==> src/rtl/expr_sched.sv <==
// expr_sched: two-requester job scheduler in front of a single shared compute
// unit. A round-robin arbiter accepts one job at a time, restarts the compute
// unit for one cycle, waits (bounded) for its result and holds the response
// until the consumer takes it.
module expr_sched #(
    parameter int WIDTH    = 32,
    parameter int OP_WIDTH = WIDTH + 4,
    parameter int TIMEOUT  = 16
) (
    input  logic                clk,
    input  logic                rst_n,

    input  logic                req0_valid,
    input  logic [WIDTH-1:0]    req0_a,
    input  logic [WIDTH-1:0]    req0_b,
    output logic                req0_ready,

    input  logic                req1_valid,
    input  logic [WIDTH-1:0]    req1_a,
    input  logic [WIDTH-1:0]    req1_b,
    output logic                req1_ready,

    output logic                rsp_valid,
    output logic                rsp_id,
    output logic [OP_WIDTH-1:0] rsp_data,
    output logic                rsp_err,
    input  logic                rsp_ready,

    output logic                cu_rst_n,
    output logic [WIDTH-1:0]    cu_a,
    output logic [WIDTH-1:0]    cu_b,
    input  logic [OP_WIDTH-1:0] cu_result,
    input  logic                cu_ready,

    output logic [15:0]         jobs_done
);

    localparam logic [7:0] TIMEOUT_CNT = 8'(TIMEOUT);

    typedef enum logic [1:0] {
        IDLE,
        LAUNCH,
        WAIT,
        RESP
    } state_t;

    state_t      state;
    logic [7:0]  wait_cnt;
    logic        last_served;
    logic [15:0] done_cnt;
    logic        grant0;
    logic        grant1;

    assign req0_ready = grant0;
    assign req1_ready = grant1;
    assign jobs_done  = done_cnt;

    // Round-robin grant, only offered while idle; on a tie the requester
    // that was not served last wins.
    always_comb begin
        grant0 = 1'b0;
        grant1 = 1'b0;
        if (state == IDLE) begin
            if (req0_valid && (!req1_valid || last_served)) begin
                grant0 = 1'b1;
            end else if (req1_valid) begin
                grant1 = 1'b1;
            end
        end
    end

    // Job sequencer: accept, pulse the compute-unit restart, wait with a
    // timeout, then hold the response until it is handshaken.
    always_ff @(posedge clk or negedge rst_n) begin
        if (!rst_n) begin
            state       <= IDLE;
            wait_cnt    <= 8'd0;
            last_served <= 1'b1;
            done_cnt    <= 16'd0;
            rsp_valid   <= 1'b0;
            rsp_id      <= 1'b0;
            rsp_data    <= '0;
            rsp_err     <= 1'b0;
            cu_rst_n    <= 1'b0;
            cu_a        <= '0;
            cu_b        <= '0;
        end else begin
            case (state)
                IDLE: begin
                    cu_rst_n <= !(grant0 || grant1);
                    if (grant0 || grant1) begin
                        cu_a        <= grant1 ? req1_a : req0_a;
                        cu_b        <= grant1 ? req1_b : req0_b;
                        rsp_id      <= grant1;
                        last_served <= grant1;
                        state       <= LAUNCH;
                    end
                end
                LAUNCH: begin
                    cu_rst_n <= 1'b1;
                    wait_cnt <= 8'd1;
                    state    <= WAIT;
                end
                WAIT: begin
                    if (cu_ready) begin
                        rsp_data  <= cu_result;
                        rsp_err   <= 1'b0;
                        rsp_valid <= 1'b1;
                        state     <= RESP;
                    end else if (wait_cnt == TIMEOUT_CNT) begin
                        rsp_data  <= '0;
                        rsp_err   <= 1'b1;
                        rsp_valid <= 1'b1;
                        state     <= RESP;
                    end else begin
                        wait_cnt <= wait_cnt + 8'd1;
                    end
                end
                RESP: begin
                    if (rsp_ready) begin
                        rsp_valid <= 1'b0;
                        done_cnt  <= done_cnt + 16'd1;
                        state     <= IDLE;
                    end
                end
                default: begin
                    state <= IDLE;
                end
            endcase
        end
    end

endmodule

==> config.mk <==
export PLATFORM = sky130hd
export DESIGN_NAME = expr_sched
export DESIGN_NICKNAME = d
export VERILOG_FILES = /design/src/rtl/expr_sched.sv
export SDC_FILE = /design/constraint.sdc
export NUM_CORES = 1
export LEC_CHECK = 0
export CORE_AREA = 2 2 114 116
export DETAILED_ROUTE_END_ITERATION = 7
export DIE_AREA = 0 0 116 118
export DONT_BUFFER_PORTS = 1
export PLACE_DENSITY = 0.59
export SYNTH_ARGS = -nofsm -noshare
export SYNTH_HDL_FRONTEND = slang
export SYNTH_SLANG_ARGS = --single-unit
==> constraint.sdc <==
create_clock -name clk -period 2.4 [get_ports clk]
set_input_delay 0.6 -clock clk [delete_from_list [all_inputs] [get_ports clk]]
set_output_delay 0.6 -clock clk [all_outputs]
set_load 0.03 [all_outputs]
* Yosys cells after proc, flatten, opt, wreduce, memory -nomap -nowiden
Index checks and enable logic that the tools add are counted.
** Word-level totals
- Bits of input ports :: 170
- Output and inout port bits :: 122
- Flip-flop bits (word level) :: 131
** Operators by class
- Add/subtract/negate cells :: 2
- Eq/ne operators :: 9
- Reductions and logical operators :: 16
- Multiplexer cells :: 23
** Operator list (count)
- 2-to-1 mux 36 bit :: 2
- 2-to-1 mux 32 bit :: 2
- adder 16 x 1 -> 16 bit (second input constant) :: 1
- 2-to-1 mux 8 bit :: 2
- case mux 8 bit (2 select lines) :: 1
- 2-to-1 mux 1 bit :: 9
- AND reduction 3 bit :: 3
- adder 8 x 1 -> 8 bit (second input constant) :: 1
- == test 8 x 5 -> 1 bit (second input constant) :: 1
- 2-to-1 mux 2 bit :: 4
- case mux 2 bit (4 select lines) :: 1
- nonzero test 2 bit :: 4
- inequality test 2 bit (second input constant) :: 3
- AND reduction 2 bit :: 3
- == test 2 bit (second input constant) :: 2
- case mux 1 bit (2 select lines) :: 2
- inequality test 3 bit (second input constant) :: 1
- == test 2 x 1 -> 1 bit (second input constant) :: 1
- zero test 1 bit :: 2
- zero test 2 bit :: 1
- logical OR 1 bit :: 2
- inequality test 2 x 1 -> 1 bit (second input constant) :: 1
- logical AND 1 bit :: 1

* Logic depth before layout (Yosys ltp)
Gate-level depths: netlist of the first run.
- Word-level depth :: 8
- Gate-level depth with buffers :: 8

* Worst setup path after synthesis of the first run
Ideal clock, no wire load.
- Path kind :: flip-flop to output port
- From :: register state[0]
- To :: output req0_ready
- Cell stages (with the launch flop) :: 6
- Required time :: 1800 ps
- Slack :: 385 ps
- Arrival :: 1415 ps
- Cells stage by stage :: dfrtp_1 > inv_1 > ha_1 > nand2_1 > a21oi_1 > clkbuf_1
** Between the ends
- Word-level cells in the longest chain between the ends :: 2
** Ends and longest elaborated chain
- start, declared :: line 47 : state_t state;
- start signal, assigned :: line 76 : state <= IDLE;
- start signal, assigned :: line 96 : state <= LAUNCH;
- start signal, assigned :: line 102 : state <= WAIT;
- zero test 2 bit :: line 63 : if (state == IDLE) begin
- 2-to-1 mux 1 bit :: line 63
- end, declared :: line 16 : output logic req0_ready,
Every way passes these cells.

* Final worst setup path of the first run
Same ends and word-level chain as after synthesis.

==> impl_metrics.json, run 1 <==
{
  "outcome": "finished with violations",
  "violations": "negative hold slack",
  "dr.pass1.iters": 5,
  "finClkSkew_ns": 0.00678,
  "grt_setup_unrepaired": "false",
  "ys_seq_elements": 131,
  "fillers": 1136,
  "synthTopCellsByArea": "dfrtp_1, nand2_1, a22oi_1, a22o_1, xnor2_1",
  "fmax_ghz": 0.442,
  "setup_tns_ns": 0,
  "synth_top_area_cell": "dfrtp_1",
  "cp-start-kind": "register",
  "fp.coreArea_mm2": 0.0124,
  "end_kind": "output pin",
  "max_cap_violations": 0,
  "crit_type": "register to output pin",
  "ys_seq_area_share_pct": 60.2,
  "yosysWarnings": 0,
  "finalHoldViolations": 130,
  "power.density_mw_per_mm2": 1630,
  "cp.arrival_ns": 1.66,
  "cts_tree": "done",
  "dieArea_mm2": 0.0137,
  "wire_per_inst_um": 20.3,
  "antenna_found_initial": 0,
  "grt_overflow": 0,
  "r2r_setup_slack_ns": 0.45,
  "holdWs_ns": -0.109,
  "cp.required_ns": 1.80,
  "port_buffers": 0,
  "cts_inserted_buffers": 17,
  "syn_area_mm2": 0.00545,
  "avgSynthCellArea_um2": 11.0,
  "start_util_pct": 43.9,
  "routed_wl_mm": 13.6,
  "cts-root-buf": "clkbuf_16",
  "post_cts_buffers": 0,
  "drive_gt1_share_pct": 8.80,
  "period_needed_ns": 2.26,
  "dpl.hpwl_mm": 9.63,
  "detail_route.iter0.violations": 230,
  "drtAntennaViolNets": 0,
  "worst_slew_pin_slew_ns": 1.10,
  "hold_path_class": "input port to asynchronous set/reset pin",
  "grt_max_degree": 132,
  "nets": 668,
  "via_per_inst": 5.65,
  "grtUsageTotal_pct": 20.4,
  "chipHeight_um": 118,
  "die_w_um": 116,
  "clk_path_buf_depth": 2,
  "grt_pass1_wl_mm": 21.2,
  "syn_to_final_growth_pct": 13.6,
  "critPathMaxFanout": 5,
  "grt_pass1_vias": 3855,
  "final.period_utilization_pct": 94.3,
  "ir_worst_vdd_mv": 0.651,
  "p_leak_nw": 2.97,
  "path_clk_slew_ns": 0.05,
  "drc": 0,
  "synth.distinct_cells": 42,
  "rows": 41,
  "final-setup-viol-count": 0,
  "num_vias": 3794,
  "gp_congestion": 0.795,
  "diodes": 0,
  "postSynthCellCount": 495,
  "syn_nets": 672,
  "clk_latency_ns": 0.40,
  "clkSinkCount": 131,
  "relSlewSlack_pct": 26.7,
  "slew_viol_final": 0,
  "yosysTopAreaCellShare_pct": 59.7,
  "ios": 292,
  "cts-htree-levels": 4
}
## worst max-delay path, stage by stage, from the launching register on
cell	delay (ns)
dfrtp_1	0.41
inv_1	0.10
ha_2	0.26
nand2_1	0.11
a21oi_4	0.39
## repair_timing
action	in CTS	in global routing
endpoints found under the hold margin	130	130
endpoints found under the setup margin	0	2
resized for setup	0	1
## cells by family (layout without fill, tap and decap cells)
family | after synthesis | after routing | synth area share, %
AOI/OAI and AO/OA | 118 | 118 | 17.0
xor gates and xnor gates | 17 | 17 | 2.73
adders and majority gates | 7 | 7 | 1.61
buffers and inverters | 35 | 40 | 3.05
DFF | 131 | 131 | 60.2
muxes | 4 | 4 | 0.781
and+or+nand+nor | 183 | 183 | 14.6
## per-layer routing
metal	track usage (%)	wire (um)	share of wire, %	vias up
met5	0	0	0	-
met4	8.11	244	1.8	0
met3	10.6	1690	12	21
met2	32.3	6690	49	223
met1	23.1	5010	37	1823
li1	-	-	-	1727
## worst paths after layout
kind,from,cells past startpoint,to
min in group clk,req0_b[31],2,cu_b[31]
setup / recovery,state[0],4,req0_ready
hold reg to reg,wait_cnt[0],1,wait_cnt[0]
max in group asynchronous,rst_n,0,rsp_data[30]
hold / removal,rst_n,0,jobs_done[6]
setup reg to reg,wait_cnt[0],6,rsp_data[15]
## cells in the final DEF, fill, tap and decap left out, types with 3 or more instances in the layout
master and n:
nand2_1 144, dfrtp_1 130, a22oi_1 64, a22o_1 37, clkbuf_16 17, xnor2_1 13
nand3_1 9, inv_1 7, nor2_1 6, ha_1 6, nand4_1 5, xor2_1 4
clkbuf_8 4, nand2b_1 3, a21oi_1 3, clkbuf_1 3, buf_4 3
## flip-flops by register name, indices dropped and copies added, names as in the netlist
name and flops:
cu_a 32, cu_b 32, cu_rst_n 1, jobs_done 16, last_served 1, rsp_data 36, rsp_err 1, rsp_id 1
rsp_valid 1, state 2, wait_cnt 8
## through the flow
| stage | cell area (um2) | worst slack (ns) | power [mW] | instances | util (%) |
|---|---|---|---|---|---|
| after floorplan | 5450 | 0.385 | 7.01 | 495 | - |
| after global placement | 5620 | 0.385 | 7.56 | 644 | 45.3 |
| after detailed placement | 5620 | 0.324 | 7.65 | 644 | 45.3 |
| after CTS | 6190 | 0.0234 | 10.2 | 672 | 49.8 |
| after global routing | 6190 | 0.0371 | 10.7 | 672 | 49.8 |
| final | 6190 | 0.136 | 10.1 | 672 | 49.8 |
## layout make-up
class	count	area, um2	area share [%]
Clock inverter	4	75.1	1.21
Tap cell	172	215	3.48
Timing Repair Buffer	5	62.6	1.01
Inverter	7	26.3	0.425
Sequential cell	131	3280	53.0
Clock buffer	24	492	7.95
Multi-Input combinational cell	329	2040	32.9
## Yosys cell counts
| cell | n |
|---|---|
| nand2_1 | 144 |
| dfrtp_1 | 130 |
| a22oi_1 | 64 |
| a22o_1 | 37 |
| xnor2_1 | 13 |
| clkbuf_1 | 12 |
| buf_2 | 10 |
| nand3_1 | 9 |
| ha_1 | 7 |
| inv_1 | 7 |
| nor2_1 | 6 |
| a21oi_1 | 5 |
| nand4_1 | 5 |
| xor2_1 | 4 |
| buf_1 | 3 |
| buf_6 | 3 |
| nand2b_1 | 3 |
| and2_1 | 2 |
| and3_1 | 2 |
| mux2i_1 | 2 |
| nor2b_1 | 2 |
| nor3_1 | 2 |
| nor3_2 | 2 |
| o21bai_1 | 2 |
| o31ai_1 | 2 |
| a211o_1 | 1 |
| a21oi_2 | 1 |
| and2_4 | 1 |
| and3_2 | 1 |
| and3b_1 | 1 |
| and4_1 | 1 |
| dfstp_2 | 1 |
| mux2_1 | 1 |
| mux2_2 | 1 |
| nor3b_2 | 1 |
| nor4b_4 | 1 |
| o211ai_1 | 1 |
| o21ai_0 | 1 |
| o21ai_1 | 1 |
| o21ai_4 | 1 |
| o22ai_1 | 1 |
| o32a_1 | 1 |
## where the power goes
| group | switching [mW] | leakage (nW) | internal, mW | total [mW] |
|---|---|---|---|---|
| Combinational | 1.12 | 1.05 | 0.873 | 1.99 |
| Sequential | 2.48 | 1.65 | 3.12 | 5.60 |
| Clock | 0.862 | 0.270 | 1.62 | 2.48 |
Note: power is estimated with default switching activity, not from simulation.
==> run 2: changes to the inputs <==
ABC_CLOCK_PERIOD_IN_PS = 2400   (was unset)
==> results of run 2 <==
The final DEF is identical to that of run 1; final timing and power are the same.
==> run 3: changes to the inputs <==
SLEW_MARGIN = 40   (was unset)
==> run 3 against run 2 <==
  * The run still ends with negative hold slack left
  * Flip-flop and latch count did not move
  * Wire length up 1.6%
  * Die area unchanged
  * Sequential power hardly changed
  * First-iteration DRC count grew 17%
  * Design area increased by 1.1%
  * Clock skew fell by 0.00073 ns
  * Global-route usage barely moved
  * Worst setup slack worse by 0.0049 ns
  * Combinational power rose by 2%
  * Worst hold slack lost 0.0017 ns
  * Clock power grew 6%
  * Critical endpoint unchanged
  * Largest cell class unchanged
==> impl_metrics.json, run 3 (synthesis gave the netlist of run 1 again) <==
{
  "grt_overflow": 0,
  "hold_path_class": "input port to asynchronous set/reset pin",
  "final-setup-viol-count": 0,
  "cts-htree-levels": 4,
  "dr.pass1.iters": 4,
  "critPathMaxFanout": 5,
  "drtAntennaViolNets": 0,
  "post_cts_buffers": 0,
  "antenna_found_initial": 0,
  "diodes": 0,
  "port_buffers": 0,
  "p_seq_share_pct": 54.6,
  "period_needed_ns": 2.27,
  "wl_met2_mm": 6.74,
  "syn_to_final_growth_pct": 14.8,
  "num_vias": 3821,
  "swShare_pct": 44.2,
  "via_per_inst": 5.64,
  "cts_tree": "done",
  "clk_path_buf_depth": 2,
  "drc": 0,
  "final.period_utilization_pct": 94.5,
  "ios": 292,
  "combPwrFrac_pct": 19.8,
  "drt-met1-wl_mm": 5.07,
  "dieArea_mm2": 0.0137,
  "worst_slew_pin_slew_ns": 0.596,
  "final_common_cell": "nand2_1",
  "slew_viol_final": 0,
  "setup_tns_ns": 0,
  "cp.arrival_ns": 1.67,
  "cts_inserted_buffers": 17,
  "grt_setup_unrepaired": "false",
  "detail_route.iter0.violations": 270,
  "p_leak_nw": 3.01,
  "slowest_stage": "dfrtp_1",
  "finClkSkew_ns": 0.00605,
  "clk_latency_ns": 0.41,
  "r2r-end": "cu_b[26]",
  "cp-start-kind": "register",
  "fp.coreArea_mm2": 0.0124,
  "met3WireLength_mm": 1.70,
  "worstPathCellList": "inv_1, ha_2, nand2_1, a21oi_4",
  "r2r_setup_slack_ns": 0.50,
  "holdWs_ns": -0.111,
  "path_clk_slew_ns": 0.05,
  "chipHeight_um": 118,
  "top_layer_used": "met4",
  "mostFrequentLayoutCells": "nand2_1, dfrtp_1, a22oi_1",
  "reg2regPathDepth": 7,
  "gp_congestion": 0.795,
  "ir_worst_vdd_mv": 0.792,
  "place_ws_ns": 0.412,
  "switching_power_mw": 4.54,
  "start_util_pct": 43.9,
  "drive_gt1_share_pct": 10.1,
  "cts-root-buf": "clkbuf_16",
  "nets": 670,
  "fmax_ghz": 0.441,
  "intPower_mw": 5.72,
  "p_clk_share_pct": 25.6,
  "cp.required_ns": 1.80,
  "violations": "negative hold slack",
  "wire_per_inst_um": 20.4,
  "crit_type": "register to output pin",
  "die_w_um": 116,
  "largest_register": "rsp_data",
  "relSlewSlack_pct": 60.1,
  "rows": 41,
  "routed_wl_mm": 13.8,
  "grt_pass1_vias": 3929,
  "clkSinkCount": 131,
  "grtUsageTotal_pct": 20.4,
  "power.density_mw_per_mm2": 1640,
  "fin_ws_ns": 0.131,
  "outcome": "finished with violations",
  "finalHoldViolations": 130,
  "reg2reg_from": "state[0]",
  "top_regs": "rsp_data (36), cu_a (32), cu_b (32)",
  "grt_max_degree": 132,
  "critPathMaxStageDelay_ns": 0.41,
  "end_kind": "output pin",
  "dpl.hpwl_mm": 9.71,
  "largest_register_ffs": 36,
  "grt_pass1_wl_mm": 21.3,
  "max_cap_violations": 0
}
run 3: worst max path at each step:
stage / slack (ns) / cells past startpoint / endpoint / from
after global placement: 0.38 / 4 / cu_a[12] / req1_valid
after floorplan: 0.38 / 5 / req0_ready / state[0]
after CTS: 0.02 / 4 / req0_ready / state[0]
after global routing: 0.05 / 4 / req0_ready / state[1]
after detailed placement: 0.41 / 6 / rsp_data[24] / wait_cnt[0]
final: 0.13 / 4 / req0_ready / state[0]
run 3: stage by stage:
| step | instances | utilization, % | instance area (um2) | power, mW | hold WS (ns) |
|---|---|---|---|---|---|
| finish | 678 | 50.4 | 6260 | 10.3 | -0.111 |
| global route | 678 | 50.4 | 6260 | 10.8 | -0.140 |
| CTS | 677 | 50.3 | 6240 | 10.3 | -0.141 |
| detailed placement | 645 | 45.4 | 5630 | 7.67 | 0.307 |
| global placement | 644 | 45.3 | 5620 | 7.56 | 0.307 |
| floorplan | 495 | - | 5450 | 7.01 | 0.304 |
run 3: cell type report:
cell class	instances	area [um2]
clock buffer	22	474
clock inverter	10	130
fill	1118	6160
inverter	7	26.3
multi-input combinational	329	2040
sequential	131	3280
tap	172	215
timing repair buffer	7	92.6
run 3: repair_timing:
action                                  CTS  global route
resized for setup                         0             1
hold endpoints to repair                130           130
endpoints found under the setup margin    0             2
run 3: critical path: cells and delay by family (launching register included):
kind | cells | cell delay [ns]
flops | 1 | 0.41
compound gates | 1 | 0.39
fa+ha+maj | 1 | 0.26
simple gates | 1 | 0.11
buf+inv | 1 | 0.10
run 3: routing by layer:
layer  vias up  GRT usage (%)
met5         -              0
met2       234           33.0
met4         0           9.15
met1      1815           22.3
met3        32           10.2
li1       1740              -
run 3: power by group through the flow:
stage | Clock [mW] | Sequential (mW) | Combinational (mW)
2_1_floorplan | 0 | 5.36 | 1.65
3_3_place_gp | 0 | 5.65 | 1.91
3_5_place_dp | 0 | 5.62 | 2.05
4_1_cts | 2.69 | 5.62 | 2.04
5_1_grt | 2.79 | 5.73 | 2.33
6_report | 2.63 | 5.60 | 2.03
